**config.mk**
```make
export PLATFORM = sky130hd
export DESIGN_NAME = ram_sp_req_ctrl
export DESIGN_NICKNAME = d
export VERILOG_FILES = /design/src/rtl/ram_sp_req_ctrl.sv
export SDC_FILE = /design/constraint.sdc
export NUM_CORES = 1
export LEC_CHECK = 0
export CORE_ASPECT_RATIO = 2
export CORE_MARGIN = 5
export CORE_UTILIZATION = 45
export DETAILED_ROUTE_END_ITERATION = 6
export PLACE_DENSITY = 0.77
export SETUP_SLACK_MARGIN = 0.02
export SYNTH_ARGS = -nofsm -noshare
export SYNTH_HDL_FRONTEND = slang
export SYNTH_SLANG_ARGS = --single-unit
```
**constraint.sdc**
```tcl
create_clock -name clk -period 2 [get_ports clk]
set_input_delay 0.5 -clock clk [delete_from_list [all_inputs] [get_ports clk]]
set_output_delay 0.5 -clock clk [all_outputs]
set_load 0.01 [all_outputs]
```
**src/rtl/ram_sp_req_ctrl.sv**
```systemverilog
// Request-side controller for a single-port write-first RAM: drives the RAM
// on accept, captures the 1-cycle-latency dout and returns in-order responses.
module ram_sp_req_ctrl #(
  parameter int ADDR_WIDTH = 8,
  parameter int DATA_WIDTH = 8,
  parameter int RSP_DEPTH  = 4
) (
  input  logic                  clk,
  input  logic                  rst_n,
  input  logic                  req_valid,
  output logic                  req_ready,
  input  logic                  req_we,
  input  logic [ADDR_WIDTH-1:0] req_addr,
  input  logic [DATA_WIDTH-1:0] req_wdata,
  output logic                  rsp_valid,
  input  logic                  rsp_ready,
  output logic                  rsp_we,
  output logic [DATA_WIDTH-1:0] rsp_data,
  output logic                  busy,
  output logic                  ram_en,
  output logic                  ram_we,
  output logic [ADDR_WIDTH-1:0] ram_addr,
  output logic [DATA_WIDTH-1:0] ram_di,
  input  logic [DATA_WIDTH-1:0] ram_dout
);

  localparam int PW = $clog2(RSP_DEPTH);
  localparam int CW = PW + 1;

  typedef struct packed {
    logic                  we;
    logic [DATA_WIDTH-1:0] data;
  } rsp_t;

  rsp_t          mem [RSP_DEPTH];
  rsp_t          head;
  logic [PW-1:0] rd_ptr, wr_ptr;
  logic [CW-1:0] count;
  logic [CW:0]   used;
  logic          inflight, inflight_we;
  logic          accept, push, pop;

  // Credit counts the inflight slot too, so a capture always has room and
  // req_ready never depends on rsp_ready.
  assign used      = {1'b0, count} + (CW+1)'(inflight);
  assign req_ready = rst_n & (used < (CW+1)'(RSP_DEPTH));
  assign accept    = req_valid & req_ready;

  assign ram_en   = accept;
  assign ram_we   = accept & req_we;
  assign ram_addr = req_addr;
  assign ram_di   = req_wdata;

  assign push = inflight;
  assign pop  = rsp_valid & rsp_ready;

  assign head      = mem[rd_ptr];
  assign rsp_valid = (count != '0);
  assign rsp_we    = rsp_valid & head.we;
  assign rsp_data  = rsp_valid ? head.data : '0;
  assign busy      = inflight | rsp_valid;

  always_ff @(posedge clk or negedge rst_n) begin
    if (!rst_n) begin
      inflight    <= 1'b0;
      inflight_we <= 1'b0;
      rd_ptr      <= '0;
      wr_ptr      <= '0;
      count       <= '0;
    end else begin
      inflight <= accept;
      if (accept) inflight_we <= req_we;
      if (push)   wr_ptr <= wr_ptr + 1'b1;
      if (pop)    rd_ptr <= rd_ptr + 1'b1;
      case ({push, pop})
        2'b10:   count <= count + CW'(1);
        2'b01:   count <= count - CW'(1);
        default: count <= count;
      endcase
    end
  end

  // Storage is data-only; the pointers and count carry all the reset state.
  always_ff @(posedge clk) begin
    if (push) mem[wr_ptr] <= '{we: inflight_we, data: ram_dout};
  end

endmodule

```
==> results.sh <==
export IMPL_place_inst=190
export IMPL_synthArstFlopShare_pct=20.00
export IMPL_initialDrtViolationCount=29
export IMPL_yosysWarnings=0
export IMPL_critPathKind="reg2out"
export IMPL_dr_pass1_iters=4
export IMPL_dp_hpwl_um=2383
export IMPL_fp_dieArea_sq_mm=0.005976
export IMPL_ctsHtreeMaxLevel=2
export IMPL_final_setup_worst_slack_ns=-0.1918
export IMPL_layout_cells_non_filler=207
export IMPL_r2r_start="count[0]"
export IMPL_n_fill_cell=366
export IMPL_wl_met2_um=1979
export IMPL_nets=187
export IMPL_yosysTopAreaCellShare_pct=53.87
export IMPL_muxShareOfSynthArea_pct=11.35
export IMPL_yosysMostFrequentCell="edfxtp_1"
export IMPL_ys_types=24
export IMPL_numCtsBuffers=5
export IMPL_p_per_area_mw_per_mm2=1313
export IMPL_dpl_instance_area_sq_mm=0.002277
export IMPL_maxUsedRoutingLayer="met4"
export IMPL_start_kind="flop"
export IMPL_worstSetupStartpoint="rd_ptr[0]"
export IMPL_antenna_found_initial=0
export IMPL_grt_pass1_wl_um=5630
export IMPL_vias_per_cell=5.024
export IMPL_cp_required_ns=1.50
export IMPL_arrival_ns=1.69
export IMPL_clock_root_buffer="clkbuf_8"
export IMPL_core_sq_mm=0.004339
export IMPL_skew_ns=0.009674
export IMPL_cts_sinks=45
export IMPL_status="finished with violations"
export IMPL_yosys_area_share_xor_xnor_pct=2.618
export IMPL_ys_seq_area_share_pct=65.09
export IMPL_synth_top_area_cell="edfxtp_1"
export IMPL_crit_path_end_kind="primary output"
export IMPL_num_vias=1040
export IMPL_drc=0
export IMPL_synthAdderAreaFrac_pct=4.115
export IMPL_wirelength_met1_um=1084
export IMPL_finalInstanceArea_sq_mm=0.002454
export IMPL_synth_top_family_by_area="multiplexers"
export IMPL_synth_area_top_cells="edfxtp_1 54%, dfrtp_1 11%, mux4_2 9.0%, buf_4 6.0%, and2_1 4.4%"
export IMPL_grt_max_degree=15
export IMPL_clk_pin_slew_ns=0.08
export IMPL_hold_viol_final=0
export IMPL_p_leak_nw=0.9520
export IMPL_synth_seq_cells=45
export IMPL_violations="setup timing"
export IMPL_wl_met3_um=198
export IMPL_finalSetupViolCount=9
export IMPL_drt_wl_total_um=3391
export IMPL_synth_edf_count=36
export IMPL_grtUsageTotal_pct=12.33
export IMPL_cts_path_max_buffers=2
export IMPL_synth_compound_area_share_pct=1.309
export IMPL_grt_pass1_vias=1195
export IMPL_insertion_delay_ns=0.29
export IMPL_start_util_pct=46.25
export IMPL_post_synth_inst_count=119
export IMPL_hp_class="in2async"
export IMPL_ios=59
export IMPL_hold_buffers=0
export IMPL_synth_nets=154
export IMPL_clock_fmax_mhz=456.2
export IMPL_overflow=0
export IMPL_die_w_um=57.22
export IMPL_synth_simple_area_share_pct=6.608
export IMPL_avgSynthCellArea_sq_um=16.86
export IMPL_grt_setup_unrepaired="yes"
export IMPL_path_max_fanout=7
export IMPL_synth_common_cells="36 x edfxtp_1, 16 x buf_4, 14 x and2_1, 9 x dfrtp_1, 8 x mux4_2"
export IMPL_cap_viol_max_count=0
export IMPL_drtAntennaViolNets=0
export IMPL_maxSlewHeadroom_pct=68.69
export IMPL_min_period_ns=2.192
export IMPL_syn_cell_area_sq_mm=0.002007
export IMPL_rows=34
export IMPL_post_route_period_util_pct=109.6
export IMPL_ys_flop_type="edfxtp_1"
export IMPL_gp_congestion=0.6932
export IMPL_die_h_um=104.4
export IMPL_area_growth_pct=22.26
export IMPL_io_buffers=26
export IMPL_ir_worst_vdd_mv=0.8514
export IMPL_slew_viol_final=0
export IMPL_diodes=0
export IMPL_cts_tree="yes"
export IMPL_worst_pin_slew_ns=0.4697
export IMPL_avgRoutedWirePerCell_um=16.38
export IMPL_layout_drive_gt1_share_pct=40.52
## cell type report
type                            instances  area [sq um]  area share [%]
Clock buffer                            5         68.82           2.805
Sequential cell                        45          1308           53.29
Clock inverter                          3         17.52          0.7139
Multi-Input combinational cell         47         570.5           23.25
Inverter                                7         26.28           1.071
Tap cell                               54         67.56           2.754
Timing Repair Buffer                   46         395.4           16.11
## per-layer routing
layer  vias up  global-route usage [%]
li1        474                       -
met1       512                   11.50
met2        31                   22.83
met3        23                   2.981
met4         0                   7.297
met5         -                       0
## logic make-up after synthesis
family | count (synthesis)
AND/OR/NAND/NOR | 21
AO/OA/AOI/OAI | 3
adder cells (fa/ha/maj) | 6
flip-flops | 45
buffers and inverters | 27
XOR/XNOR | 6
multiplexers | 11
## state kept, by name, summed over array words and instances (netlist names)
| register | count |
|---|---|
| wr_ptr | 2 |
| rd_ptr | 2 |
| count | 3 |
| inflight_we | 1 |
| inflight | 1 |
| mem | 36 |
## worst paths after layout
kind | slack (ns) | cells after the start | to
max reg2reg | 0.04 | 7 | count[1]
max | -0.19 | 5 | rsp_data[4]
max in group asynchronous | 1.52 | 2 | count[1]
min reg2reg | 0.53 | 0 | mem[0][8]
min in group clk | 0.53 | 0 | mem[0][8]
min | 0.33 | 2 | count[2]
## critical path, cell delays in order (launching register included)
cell     delay [ns]
dfrtp_1        0.40
buf_12         0.14
buf_8          0.11
mux4_2         0.47
and2_1         0.15
buf_2          0.14
## placed cells by master (no fill, tap or decap), drive strengths merged
cell           Yosys  routed
nor2               1       1
or3                1       1
clkbuf             0       5
dlygate4sd2        0       3
a311oi             1       1
clkinvlp           0       1
mux4               9       9
mux2i              1       1
xnor2              2       2
fa                 1       1
inv                7       7
nand2b             2       2
a31oi              1       1
o21ai              1       1
mux2               1       1
xor2               4       4
clkdlybuf4s50      0      10
and2              15      15
nand3              1       1
ha                 5       5
dfrtp              9       9
buf               20      33
nand2              1       1
clkinv             0       2
edfxtp            36      36
## stage by stage
step                util (%)  total power [mW]  hold slack [ns]  TNS [ns]  setup WS (ns)
finish                 56.55             3.222           0.3331    -1.444        -0.1918
global route           56.55             3.428           0.3497    -2.259        -0.2619
CTS                    54.73             3.073           0.3179    -1.610        -0.2235
detailed placement     52.48             2.563           0.5121    -3.014        -0.5416
global placement       52.48             2.515           0.4958    -2.730        -0.4910
floorplan                  -             2.025           0.2044         0         0.1585
## power breakdown
| part | internal, mW | switching, mW | total (mW) |
|---|---|---|---|
| combinational | 0.856 | 0.543 | 1.40 |
| clock | 0.241 | 0.279 | 0.519 |
| sequential | 1.17 | 0.133 | 1.30 |
| total | 2.27 | 0.954 | 3.22 |
## what timing repair did
action | 4_1_cts | 5_1_grt
endpoints found under the setup margin | 14 | 15
gates resized for setup | 58 | 17
hold endpoints to repair | 0 | 0
buffers inserted | 6 | 3
pin swaps | 12 | 5
No activity file was read; power rests on OpenSTA's default activity.
